$ cat src/rtl/mac_stim_seq_if.sv
// Operand bus between the MAC stimulus sequencer (master) and its consumer (slave).
// Handshake: a vector transfers on a rising clk edge where valid_o && ready_i; while valid_o is high and not accepted, the master holds A_o/B_o/C_o/vec_idx_o stable.
interface mac_stim_seq_if #(
  parameter int XLEN  = 32,
  parameter int CNT_W = 16
);
  logic [XLEN-1:0]  A_o;
  logic [XLEN-1:0]  B_o;
  logic [XLEN-1:0]  C_o;
  logic             valid_o;
  logic             ready_i;
  logic [CNT_W-1:0] vec_idx_o;

  modport master (output A_o, B_o, C_o, valid_o, vec_idx_o, input ready_i);
  modport slave  (input A_o, B_o, C_o, valid_o, vec_idx_o, output ready_i);
endinterface

$ cat src/rtl/mac_stim_seq.sv
// Stimulus sequencer for the FP MAC datapath: directed / LFSR / normal-only / special-value operand triples.
// Optional running XOR checksum of accepted operands when MAC_STIM_CHECKSUM_EN is defined.
module mac_stim_seq #(
  parameter int          PARM_XLEN  = 32,
  parameter int          PARM_EXP   = 8,
  parameter int          PARM_MANT  = 23,
  parameter int          PARM_BIAS  = 127,
  parameter int          PARM_CNT_W = 16,
  parameter logic [31:0] PARM_SEED  = 32'hACE12468
) (
  input  logic                  clk,
  input  logic                  rst,
  input  logic                  start_i,
  input  logic [1:0]            mode_i,
  input  logic [PARM_CNT_W-1:0] num_vec_i,
  mac_stim_seq_if.master        bus,
  output logic                  busy_o,
  output logic                  done_o,
`ifdef MAC_STIM_CHECKSUM_EN
  output logic [PARM_XLEN-1:0]  chksum_o,
`endif
  output logic [1:0]            dbg_state_o
);

  typedef enum logic [1:0] {S_IDLE, S_LOAD, S_DRIVE, S_DONE} state_t;

  localparam logic [PARM_MANT-1:0] L_H      = {1'b1, {(PARM_MANT-1){1'b0}}};
  localparam logic [PARM_MANT-1:0] L_M0     = '0;
  localparam logic [PARM_EXP-1:0]  L_EM     = '1;
  localparam logic [PARM_EXP-1:0]  L_E0     = '0;
  localparam logic [PARM_EXP-1:0]  L_BIAS   = PARM_EXP'(PARM_BIAS);
  localparam logic [PARM_EXP-1:0]  L_BIAS1  = PARM_EXP'(PARM_BIAS + 1);
  localparam logic [31:0]          L_MASK   = 32'h80200003;
  localparam int                   L_VW     = 3 * PARM_XLEN;

  state_t                 r_state, w_state_nx;
  logic [1:0]             r_mode;
  logic [PARM_CNT_W-1:0]  r_num;
  logic [PARM_CNT_W-1:0]  r_idx;
  logic [2:0]             r_mod6;
  logic [31:0]            r_lfsr;
  logic [PARM_XLEN-1:0]   r_a, r_b, r_c;
  logic                   r_valid;
  logic [PARM_XLEN-1:0]   r_chk;

  logic                   w_accept;
  logic                   w_last;
  logic [31:0]            w_lfsr_nx;
  logic [2:0]             w_mod6_nx;
  logic [1:0]             w_gen_idx2;
  logic [2:0]             w_gen_m6;
  logic [31:0]            w_gen_lfsr;
  logic [L_VW-1:0]        w_gen;

  function automatic logic [PARM_XLEN-1:0] fld(input logic s, input logic [PARM_EXP-1:0] e,
                                               input logic [PARM_MANT-1:0] m);
    return {s, e, m};
  endfunction

  // Replicate the 32-bit LFSR word across however wide an operand is.
  function automatic logic [PARM_XLEN-1:0] rep(input logic [31:0] s);
    logic [PARM_XLEN-1:0] v;
    for (int i = 0; i < PARM_XLEN; i++) v[i] = s[i % 32];
    return v;
  endfunction

  function automatic logic [31:0] rotl(input logic [31:0] s, input int n);
    return (s << n) | (s >> (32 - n));
  endfunction

  function automatic logic [PARM_XLEN-1:0] clamp(input logic [PARM_XLEN-1:0] x);
    logic [PARM_XLEN-1:0] v;
    v = x;
    if (x[PARM_XLEN-2:PARM_MANT] == L_E0)      v[PARM_XLEN-2:PARM_MANT] = PARM_EXP'(1);
    else if (x[PARM_XLEN-2:PARM_MANT] == L_EM) v[PARM_XLEN-2:PARM_MANT] = L_EM - PARM_EXP'(1);
    return v;
  endfunction

  function automatic logic [L_VW-1:0] gen_vec(input logic [1:0] mode, input logic [1:0] idx2,
                                              input logic [2:0] m6, input logic [31:0] s);
    logic [PARM_XLEN-1:0] a, b, c, sp;
    a = rep(s);
    b = rep(rotl(s, 11));
    c = rep(rotl(s, 22));
    case (m6)
      3'd0:    sp = fld(1'b0, L_E0, L_M0);
      3'd1:    sp = fld(1'b1, L_E0, L_M0);
      3'd2:    sp = fld(1'b0, L_EM, L_M0);
      3'd3:    sp = fld(1'b1, L_EM, L_M0);
      3'd4:    sp = fld(1'b0, L_EM, L_H);
      default: sp = fld(1'b0, L_E0, PARM_MANT'(1));
    endcase
    case (mode)
      2'd0: begin
        case (idx2)
          2'd0:    return {fld(1'b0, L_BIAS, L_H), fld(1'b0, L_BIAS1, L_M0), fld(1'b0, L_BIAS1, L_H)};
          2'd1:    return {3{fld(1'b0, L_BIAS, L_M0)}};
          2'd2:    return {fld(1'b1, L_BIAS, L_M0), fld(1'b0, L_BIAS1, L_M0), fld(1'b0, L_BIAS1, L_H)};
          default: return {{PARM_XLEN{1'b0}}, fld(1'b0, L_EM, L_M0), fld(1'b0, L_BIAS, L_M0)};
        endcase
      end
      2'd1:    return {a, b, c};
      2'd2:    return {clamp(a), clamp(b), clamp(c)};
      default: return {3{sp}};
    endcase
  endfunction

  assign w_accept  = r_valid & bus.ready_i;
  assign w_last    = (r_idx == r_num - PARM_CNT_W'(1));
  assign w_lfsr_nx = (r_lfsr >> 1) ^ (r_lfsr[0] ? L_MASK : 32'd0);
  assign w_mod6_nx = (r_mod6 == 3'd5) ? 3'd0 : r_mod6 + 3'd1;

  // LOAD builds vector 0 from the freshly seeded LFSR; DRIVE builds the successor on accept.
  assign w_gen_idx2 = (r_state == S_LOAD) ? 2'd0 : r_idx[1:0] + 2'd1;
  assign w_gen_m6   = (r_state == S_LOAD) ? 3'd0 : w_mod6_nx;
  assign w_gen_lfsr = (r_state == S_LOAD) ? r_lfsr : w_lfsr_nx;
  assign w_gen      = gen_vec(r_mode, w_gen_idx2, w_gen_m6, w_gen_lfsr);

  always_comb begin
    w_state_nx = r_state;
    case (r_state)
      S_IDLE:  if (start_i) w_state_nx = (num_vec_i == '0) ? S_DONE : S_LOAD;
      S_LOAD:  w_state_nx = S_DRIVE;
      S_DRIVE: if (w_accept && w_last) w_state_nx = S_DONE;
      S_DONE:  w_state_nx = S_IDLE;
      default: w_state_nx = S_IDLE;
    endcase
  end

  always_ff @(posedge clk or posedge rst) begin
    if (rst) begin
      r_state <= S_IDLE;
      r_mode  <= '0;
      r_num   <= '0;
      r_idx   <= '0;
      r_mod6  <= '0;
      r_lfsr  <= PARM_SEED;
      r_a     <= '0;
      r_b     <= '0;
      r_c     <= '0;
      r_valid <= 1'b0;
      r_chk   <= '0;
    end else begin
      r_state <= w_state_nx;
      case (r_state)
        S_IDLE: begin
          if (start_i) begin
            r_mode <= mode_i;
            r_num  <= num_vec_i;
            r_lfsr <= PARM_SEED;
            r_chk  <= '0;
          end
        end
        S_LOAD: begin
          {r_a, r_b, r_c} <= w_gen;
          r_valid <= 1'b1;
          r_idx   <= '0;
          r_mod6  <= '0;
        end
        S_DRIVE: begin
          if (w_accept) begin
            r_chk  <= r_chk ^ r_a ^ r_b ^ r_c;
            r_lfsr <= w_lfsr_nx;
            if (w_last) begin
              r_valid <= 1'b0;
            end else begin
              {r_a, r_b, r_c} <= w_gen;
              r_idx  <= r_idx + PARM_CNT_W'(1);
              r_mod6 <= w_mod6_nx;
            end
          end
        end
        default: ;
      endcase
    end
  end

  assign bus.A_o       = r_a;
  assign bus.B_o       = r_b;
  assign bus.C_o       = r_c;
  assign bus.valid_o   = r_valid;
  assign bus.vec_idx_o = r_idx;
  assign busy_o        = (r_state == S_LOAD) || (r_state == S_DRIVE);
  assign done_o        = (r_state == S_DONE);
  assign dbg_state_o   = r_state;

`ifdef MAC_STIM_CHECKSUM_EN
  assign chksum_o = r_chk;
`else
  logic w_chk_unused;
  assign w_chk_unused = ^r_chk;
`endif

endmodule

$ cat src/flat_wrapper.sv
// flat-port wrapper written by rule: the top's interface ports become plain ports
module mac_stim_seq_flat 
#(
  parameter int          PARM_XLEN  = 32,
  parameter int          PARM_EXP   = 8,
  parameter int          PARM_MANT  = 23,
  parameter int          PARM_BIAS  = 127,
  parameter int          PARM_CNT_W = 16,
  parameter logic [31:0] PARM_SEED  = 32'hACE12468
)
  (clk, rst, start_i, mode_i, num_vec_i, busy_o, done_o, dbg_state_o, bus_A_o, bus_B_o, bus_C_o, bus_valid_o, bus_vec_idx_o, bus_ready_i);
  mac_stim_seq_if #(.XLEN(32), .CNT_W(16)) bus_i ();
  input  logic clk;
  input  logic rst;
  input  logic start_i;
  input  logic [1:0] mode_i;
  input  logic [PARM_CNT_W-1:0] num_vec_i;
  output logic busy_o;
  output logic done_o;
  output logic [1:0] dbg_state_o;
  output wire logic [$bits(bus_i.A_o)-1:0] bus_A_o;
  output wire logic [$bits(bus_i.B_o)-1:0] bus_B_o;
  output wire logic [$bits(bus_i.C_o)-1:0] bus_C_o;
  output wire logic [$bits(bus_i.valid_o)-1:0] bus_valid_o;
  output wire logic [$bits(bus_i.vec_idx_o)-1:0] bus_vec_idx_o;
  input wire logic [$bits(bus_i.ready_i)-1:0] bus_ready_i;
  assign bus_A_o = bus_i.A_o;
  assign bus_B_o = bus_i.B_o;
  assign bus_C_o = bus_i.C_o;
  assign bus_valid_o = bus_i.valid_o;
  assign bus_vec_idx_o = bus_i.vec_idx_o;
  assign bus_i.ready_i = bus_ready_i;
  mac_stim_seq #(.PARM_XLEN(PARM_XLEN), .PARM_EXP(PARM_EXP), .PARM_MANT(PARM_MANT), .PARM_BIAS(PARM_BIAS), .PARM_CNT_W(PARM_CNT_W), .PARM_SEED(PARM_SEED)) u_core (.clk(clk), .rst(rst), .start_i(start_i), .mode_i(mode_i), .num_vec_i(num_vec_i), .bus(bus_i), .busy_o(busy_o), .done_o(done_o), .dbg_state_o(dbg_state_o));
endmodule
$ cat config.mk
export PLATFORM = sky130hd
export DESIGN_NAME = mac_stim_seq_flat
export DESIGN_NICKNAME = d
export VERILOG_FILES = /design/src/rtl/mac_stim_seq_if.sv /design/src/rtl/mac_stim_seq.sv /design/src/flat_wrapper.sv
export SDC_FILE = /design/constraint.sdc
export NUM_CORES = 1
export LEC_CHECK = 0
export ABC_AREA = 0
export BUFFER_PORTS_ARGS = -buffer_cell sky130_fd_sc_hd__buf_4
export CAP_MARGIN = 20
export CORE_UTILIZATION = 47
export CTS_CLUSTER_DIAMETER = 40
export DETAILED_ROUTE_END_ITERATION = 7
export MAX_ROUTING_LAYER = met4
export PLACE_DENSITY = 0.7
export SLEW_MARGIN = 20
export SYNTH_ARGS = -nofsm -noshare
export SYNTH_HDL_FRONTEND = slang
export SYNTH_SLANG_ARGS = --single-unit
export TNS_END_PERCENT = 20
$ cat constraint.sdc
create_clock -name clk -period 5.2 [get_ports clk]
set_clock_uncertainty 0.05 [all_clocks]
set_input_delay 1.04 -clock clk [delete_from_list [all_inputs] [get_ports clk]]
set_output_delay 1.04 -clock clk [all_outputs]
set_load 0.1 [all_outputs]
### Word level (Yosys, flattened, before mapping)

Index checks and enable logic that the tools add are counted.

| operators by class | value |
|---|---|
| bitwise operators | 4 |
| equal/unequal tests | 21 |
| reductions and logical operators | 17 |
| muxes and demuxes | 39 |
| add/sub/neg operators | 4 |

Operators by type and width:

| kind | count |
|---|---|
| $pmux 96 s3 | 2 |
| $mux 32 | 10 |
| $pmux 32 s2 | 4 |
| $pmux 32 s5 | 1 |
| $mux 8 | 6 |
| $mux 16 | 2 |
| $or 32x11->32 | 1 |
| $or 32x22->32 | 1 |
| $pmux 16 s2 | 1 |
| $xor 31x32->32 | 1 |
| $eq 8x8->1 const B | 3 |
| $logic_not 8->1 | 3 |
| $add 16x1->16 const B | 1 |
| $eq 16x16->1 | 1 |
| $logic_not 16->1 | 1 |
| $sub 16x1->16 const B | 1 |
| $mux 3 | 4 |
| $reduce_and 3->1 | 3 |
| $eq 2x2->1 const B | 4 |
| $mux 2 | 4 |
| $pmux 2 s4 | 1 |
| $eq 2x1->1 const B | 3 |
| $eq 3x2->1 const B | 2 |
| $eq 3x3->1 const B | 2 |
| 15 further kinds | 23 |

| word-level totals | value |
|---|---|
| logic and storage cells | 95 |
| output and inout port bits | 117 |
| input port bits | 22 |
| register bits after elaboration | 168 |

### Depth between registers and ports, before layout

Gate-level depths: netlist of run 1.

| depth | value |
|---|---|
| word-level depth | 11 |
| depth in mapped cells | 11 |
| depth with buffers taken out | 9 |

### Worst setup path after synthesis of run 1

Ideal clock, no wire load.

| path | value |
|---|---|
| kind | reg2reg |
| start point | reg u_core.r_state[1], in the netlist u_core.dbg_state_o[1] |
| end point | reg u_core.r_idx[15], in the netlist u_core.bus.vec_idx_o[15] |
| slack | 1,314 ps |
| library setup time | 83 ps |
| buffers on the path | 1 |
| period minus slack after synthesis | 3,886 ps |
| cell stages (with the launch flop) | 10 |
| arrival time | 3,753 ps |
| required time | 5,067 ps |
| cell sequence | dfrtp_1 -> inv_1 -> ha_1 -> and3_1 -> clkbuf_1 -> nand4_1 -> nor2_1 -> nand3_1 -> or4_1 -> o21ai_0 |

| between the ends | value |
|---|---|
| word-level cells in the longest chain between the ends | 3 |
| elaborated cells between the ends (all ways) | 7 |
| those cells by class | eq/ne: 4; mux: 1; reduce/logical: 2 |

RTL lines:

| item | line | source |
|---|---|---|
| start, declared | mac_stim_seq.sv:36 | `state_t r_state, w_state_nx;` |
| start signal, assigned | mac_stim_seq.sv:144 | `r_state <= w_state_nx;` |
| $eq 2x2->1 / $eq 2x1->1 (equally long branches) | mac_stim_seq.sv:145 | `case (r_state)` |
| $ne 2x2->1 (no source line) (tied with other cells) | n/a |  |
| $reduce_and 3->1 (no source line) | n/a |  |
| end signal, assigned | mac_stim_seq.sv:168 | `r_idx <= r_idx + PARM_CNT_W'(1);` |
| end, declared | mac_stim_seq.sv:39 | `logic [PARM_CNT_W-1:0] r_idx;` |

Parallel ways exist; a longest one is shown, timed or not.
A chain may end at the register's enable or synchronous reset.

### Worst setup path in the final report of run 1

| path | value |
|---|---|
| start point | reg u_core.r_num[0] |
| end point | reg u_core.r_idx[1], in the netlist u_core.bus.vec_idx_o[1] |

| between the ends | value |
|---|---|
| word-level cells in the longest chain between the ends | 4 |

RTL lines:

| item | line | source |
|---|---|---|
| start, declared | mac_stim_seq.sv:38 | `logic [PARM_CNT_W-1:0] r_num;` |
| start signal, assigned | mac_stim_seq.sv:149 | `r_num <= num_vec_i;` |
| $sub 16x1->16 | mac_stim_seq.sv:109 | `assign w_last = (r_idx == r_num - PARM_CNT_W'(1));` |
| $eq 16x16->1 | mac_stim_seq.sv:109 |  |
| $ne 2x2->1 (no source line) | n/a |  |
| $reduce_and 3->1 (no source line) | n/a |  |

Every way passes these cells.

==> flow_metrics.env, run 1 <==
export IMPL_status="complete, no violations"
export IMPL_drt_met1_wl_um=9760
export IMPL_htreeDepth=4
export IMPL_route_met3_wl_um=1320
export IMPL_n_antenna_cell=0
export IMPL_min_path_type="register to register"
export IMPL_wl_per_cell_um=18.6
export IMPL_start_util_pct=48.8
export IMPL_die_height_um=129
export IMPL_nets=907
export IMPL_ys_seq_area_share_pct=45.8
export IMPL_area_growth_pct=21.5
export IMPL_cts_resized=0
export IMPL_crit_path_start_kind="register"
export IMPL_yosys_area_top_type="dfrtp_1"
export IMPL_ant_nets=0
export IMPL_drc_errors=0
export IMPL_io_buffer_count=138
export IMPL_syn_inst=796
export IMPL_synth_most_common_cell="dfrtp_1"
export IMPL_cts_tree="built"
export IMPL_synthSimpleGateAreaFrac_pct=18.1
export IMPL_vias_per_cell=5.91
export IMPL_synth_xor_area_share_pct=2.91
export IMPL_end_kind="register"
export IMPL_wl_met2_um=9120
export IMPL_required_ps=5480
export IMPL_fin_tns_setup_ps=0
export IMPL_place_congestion=0.876
export IMPL_worstReg2RegEnd="u_core.bus.vec_idx_o[1]$_DFFE_PP0P_"
export IMPL_syn_area_um2=7520
export IMPL_layout_min_cycle_time_ps=3620
export IMPL_cts_root_buffer="clkbuf_16"
export IMPL_final_max_slew_violation_count=0
export IMPL_ys_warnings_count=0
export IMPL_hold_viol=0
export IMPL_cts_sinks=137
export IMPL_wirelength_um=20500
export IMPL_clk_latency_ps=430
export IMPL_die_area_um2=16500
export IMPL_setup_viol=0
export IMPL_cp_arrival_ps=3900
export IMPL_max_cap_violations=0
export IMPL_synth_edf_count=0
export IMPL_final_period_utilization_pct=69.6
export IMPL_drive_gt1_share_pct=28.4
export IMPL_dpl_hpwl_um=13800
export IMPL_synth_compound_area_share_pct=15.6
export IMPL_synthAdderAreaFrac_pct=0.998
export IMPL_clock_path_buffers=2
export IMPL_worst_slew_pin_slew_ps=999
export IMPL_critical_path_startpoint="u_core.r_num[0]$_DFFE_PP0P_"
export IMPL_synth_mux_area_share_pct=8.95
export IMPL_grt_ovfl_total=0
export IMPL_r2r_start="u_core.r_num[0]$_DFFE_PP0P_"
export IMPL_worstHoldStart="u_core.r_lfsr[26]$_DFFE_PP1P_"
export IMPL_num_rows=45
export IMPL_yosys_area_top_type_share_pct=41.3
export IMPL_min_delay_path_depth=2
export IMPL_r2r_slack_ps=1580
export IMPL_hold_buffers=0
export IMPL_dp_cells=1070
export IMPL_worstRegToRegCells=9
export IMPL_slew_headroom_pct=33.2
export IMPL_holdPathEnd="u_core.r_lfsr[26]$_DFFE_PP1P_"
export IMPL_top_layer_used="met4"
export IMPL_ys_ff_latch=137
export IMPL_clock_fmax_mhz=276
export IMPL_fin_cells=1103
export IMPL_rsz0062_at_grt="false"
export IMPL_core_area_um2=15400
export IMPL_cp_max_fo=24
export IMPL_cts_clk_slew_worst_paths_ps=60
export IMPL_synth_top_family_by_area="simple AND/OR/NAND/NOR gates"
export IMPL_grt_pass1_vias=5890
export IMPL_async_reset_ff_share_pct=100
export IMPL_synthFlopType="dfrtp_1"
export IMPL_synth_nets=824
export IMPL_grt_max_degree=112
export IMPL_grt_pass1_wl_um=32400
export IMPL_die_w_um=129
export IMPL_first_iter_violations=817
export IMPL_synth_common_cells="dfrtp_1 (124), nand2_1 (116), nor2_1 (54), o21ai_0 (46), clkbuf_1 (38)"
export IMPL_synth_area_top_cells="dfrtp_1 (41%), nand2_1 (5.8%), mux2_2 (5.1%)"
export IMPL_path_class="register to register"
export IMPL_vias=6515
export IMPL_cts_setup_buffers=0
export IMPL_grt_usage_pct=26.3
export IMPL_avgSynthCellArea_um2=9.45
export IMPL_postLayoutCoreUtil_pct=59.2
export IMPL_antenna_found_initial=0
export IMPL_ioPinCount=139
export IMPL_firstDrtPassIters=5
export IMPL_netlist_cell_type_count=63
export IMPL_cts_buffers=17
==> cell type report <==
| class | instances | area [um^2] |
|---|---|---|
| Sequential cell | 137 | 3440 |
| Timing Repair Buffer | 152 | 1160 |
| Inverter | 22 | 87.6 |
| Multi-Input combinational cell | 549 | 3530 |
| Tap cell | 211 | 264 |
| Clock inverter | 12 | 195 |
| Fill cell | 1337 | 6290 |
| Clock buffer | 20 | 457 |
==> logic make-up after synthesis <==
family,Yosys count
buf+inv,110
simple gates,282
compound gates,177
xor+xnor,25
mux,59
fa+ha+maj,6
flops,137
==> cells in the final DEF (no fill, tap or decap), types with 6 or more instances in the layout <==
| cell | count |
|---|---|
| a21oi_1 | 21 |
| a31oi_1 | 16 |
| a32oi_1 | 19 |
| and3_1 | 6 |
| buf_4 | 151 |
| clkbuf_16 | 17 |
| dfrtp_1 | 124 |
| dfstp_2 | 13 |
| inv_1 | 21 |
| mux2_2 | 34 |
| mux2_4 | 8 |
| mux2i_1 | 17 |
| nand2_1 | 116 |
| nand3_1 | 33 |
| nand4_1 | 10 |
| nor2_1 | 54 |
| nor3_1 | 8 |
| nor4_1 | 12 |
| o21ai_0 | 46 |
| o21bai_1 | 7 |
| o22ai_1 | 22 |
| o32ai_1 | 11 |
| or3_1 | 8 |
| or4_1 | 11 |
| xnor2_1 | 15 |
| xor2_1 | 10 |
==> routing by layer <==
metal | up-vias | global-route usage, %
met4 | 0 | 8.17
li1 | 3017 | -
met3 | 22 | 4.37
met5 | - | -
met2 | 271 | 37.2
met1 | 3205 | 38.4
==> metrics by stage <==
step	hold WS (ps)	cell area, um^2	worst slack [ps]
after floorplan	411	7520	464
after global placement	434	8460	1750
after detailed placement	440	8460	1670
after CTS	451	9110	1590
after global routing	459	9140	1400
final	455	9140	1580
==> critical path, cell delays in order, from the launching register on <==
cell and delay (ps):
dfrtp_1 450, inv_1 90, ha_1 280, or4b_4 510, nand2_1 80, o2111ai_1 90, or4_1 530, nand4b_1 380
nand2_1 790, mux2i_1 280
==> worst max path at each step <==
stage | to | slack (ps)
4_1_cts | u_core.bus.vec_idx_o[1]$_DFFE_PP0P_ | 1590
5_1_grt | u_core.bus.A_o[23]$_DFFE_PP0P_ | 1400
6_report | u_core.bus.vec_idx_o[1]$_DFFE_PP0P_ | 1580
3_3_place_gp | u_core.bus.A_o[23]$_DFFE_PP0P_ | 1750
3_5_place_dp | u_core.r_mod6[2]$_DFFE_PP0P_ | 1670
2_1_floorplan | u_core.bus.A_o[0]$_DFFE_PP0P_ | 460
==> registers in the layout, summed over array words and instances, names as in the netlist <==
register / count
u_core.bus.vec_idx_o: 16
u_core.bus.valid_o: 1
u_core.r_mod6: 3
u_core.r_mode: 2
u_core.bus.A_o: 11
u_core.bus.C_o: 32
u_core.r_num: 16
u_core.dbg_state_o: 2
u_core.bus.B_o: 22
u_core.r_lfsr: 32
Power of run 1 is not shown: default switching activity piles up to over one toggle a cycle in this logic, so the estimate is an artifact.
==> run 2: changes to the inputs <==
==> constraint.sdc (replaced) <==
create_clock -name clk -period 3.5 [get_ports clk]
set_clock_uncertainty 0.05 [all_clocks]
set_input_delay 0.7 -clock clk [delete_from_list [all_inputs] [get_ports clk]]
set_output_delay 0.7 -clock clk [all_outputs]
set_load 0.1 [all_outputs]
==> flow_metrics.env, run 2 (synthesis gave the netlist of run 1 again) <==
export IMPL_status="complete, no violations"
export IMPL_vias=6536
export IMPL_cts_tree="built"
export IMPL_busiest_layer="met1"
export IMPL_rsz0062_at_grt="false"
export IMPL_die_area_um2=16500
export IMPL_nets=914
export IMPL_core_area_um2=15400
export IMPL_worstReg2RegEnd="u_core.bus.B_o[30]$_DFFE_PP0P_"
export IMPL_cp_arrival_ps=3580
export IMPL_n_antenna_cell=0
export IMPL_grt_usage_pct=26.5
export IMPL_final_max_slew_violation_count=0
export IMPL_clk_latency_ps=430
export IMPL_r2r_start="u_core.r_num[1]$_DFFE_PP0P_"
export IMPL_layout_commonest_cell="buf_4"
export IMPL_layout_min_cycle_time_ps=3320
export IMPL_ant_nets=0
export IMPL_grtUsageMet3_pct=4.86
export IMPL_placed_area_um2=8570
export IMPL_path_class="register to register"
export IMPL_htreeDepth=4
export IMPL_hold_viol=0
export IMPL_end_kind="register"
export IMPL_cts_buffers=17
export IMPL_max_cap_violations=0
export IMPL_min_path_type="input port to asynchronous set/reset pin"
export IMPL_r2r_slack_ps=180
export IMPL_cts_sinks=137
export IMPL_gr_usage_met2_pct=37.7
export IMPL_grt_ovfl_total=0
export IMPL_cts_root_buffer="clkbuf_16"
export IMPL_num_rows=45
export IMPL_firstDrtPassIters=6
export IMPL_required_ps=3760
export IMPL_setup_viol=0
export IMPL_worst_slew_pin_slew_ps=945
export IMPL_ioPinCount=139
export IMPL_vias_per_cell=5.89
export IMPL_dpl_hpwl_um=14100
export IMPL_crit_path_start_kind="register"
export IMPL_drive_gt1_share_pct=28.8
export IMPL_wl_per_cell_um=18.8
export IMPL_die_height_um=129
export IMPL_first_iter_violations=696
export IMPL_area_growth_pct=22.0
export IMPL_worstRegToRegCells=9
export IMPL_slew_headroom_pct=36.8
export IMPL_cts_clk_slew_worst_paths_ps=60
export IMPL_final_area_um2=9180
export IMPL_place_congestion=0.871
export IMPL_grt_pass1_vias=5921
export IMPL_grt_pass1_wl_um=32700
export IMPL_grt_use_met1_pct=38.2
export IMPL_clock_fmax_mhz=301
export IMPL_drc_errors=0
export IMPL_cp_max_fo=24
export IMPL_io_buffer_count=138
export IMPL_final_period_utilization_pct=95.0
export IMPL_wirelength_um=20900
export IMPL_fillers=1353
export IMPL_die_w_um=129
export IMPL_grt_max_degree=138
export IMPL_start_util_pct=48.8
export IMPL_antenna_found_initial=0
export IMPL_clock_path_buffers=2
export IMPL_layout_common_cells="buf_4 (154), dfrtp_1 (124), nand2_1 (116)"
[run 2: how the worst max path moves through the flow]
stage	endpoint	slack, ps	from	cells past startpoint
6_report	u_core.bus.B_o[30]$_DFFE_PP0P_	180	u_core.r_num[1]$_DFFE_PP0P_	9
5_1_grt	u_core.bus.B_o[30]$_DFFE_PP0P_	40	u_core.r_num[1]$_DFFE_PP0P_	9
3_5_place_dp	u_core.bus.B_o[31]$_DFFE_PP0P_	180	u_core.r_num[1]$_DFFE_PP0P_	10
4_1_cts	u_core.bus.B_o[27]$_DFFE_PP0P_	150	u_core.r_num[1]$_DFFE_PP0P_	10
2_1_floorplan	u_core.bus.vec_idx_o[15]$_DFFE_PP0P_	-390	u_core.dbg_state_o[1]$_DFFE_PP0P_	9
3_3_place_gp	u_core.bus.C_o[26]$_DFFE_PP0P_	260	u_core.r_num[1]$_DFFE_PP0P_	10
[run 2: critical path, stage by stage (launching register included)]
cell      delay [ps]
dfrtp_1          420
inv_1             80
ha_2             250
or4b_4           510
nor4_4           180
xnor2_1          170
a211oi_1         100
and4b_1          270
o21ai_4          740
mux2_2           420
[run 2: layer usage]
layer / up-vias / part of all wire (%)
met3: 27 / 7.4
li1: 3026 / -
met4: 0 / 1.4
met2: 275 / 45
met1: 3208 / 47
met5: - / 0
[run 2: timing repair]
action | 4_1_cts | 5_1_grt
gates resized for setup | 0 | 3
setup buffers | 0 | 0
hold buffers | 0 | 0
endpoints found under the setup margin | 0 | 20
endpoints found under the hold margin | 0 | 0
[run 2: layout make-up]
class	instances	area, um^2	area share [%]
multi-input combinational	549	3540	38.6
sequential	137	3440	37.5
timing repair buffer	159	1250	13.6
clock buffer	23	478	5.21
tap	211	264	2.88
clock inverter	9	116	1.27
inverter	22	86.3	0.941
[run 2: per-stage QoR]
step / setup WS [ps] / util [%] / hold slack, ps / std cells / setup TNS [ps]
6_report: 176 / 59.5 / 382 / 1110 / 0
2_1_floorplan: -386 / - / 411 / 796 / -1910
5_1_grt: 42.8 / 59.5 / 458 / 1110 / 0
3_3_place_gp: 258 / 55.5 / 433 / 1078 / 0
3_5_place_dp: 183 / 55.5 / 439 / 1078 / 0
4_1_cts: 145 / 59.4 / 448 / 1110 / 0
Power of run 2 is left out for the same reason.
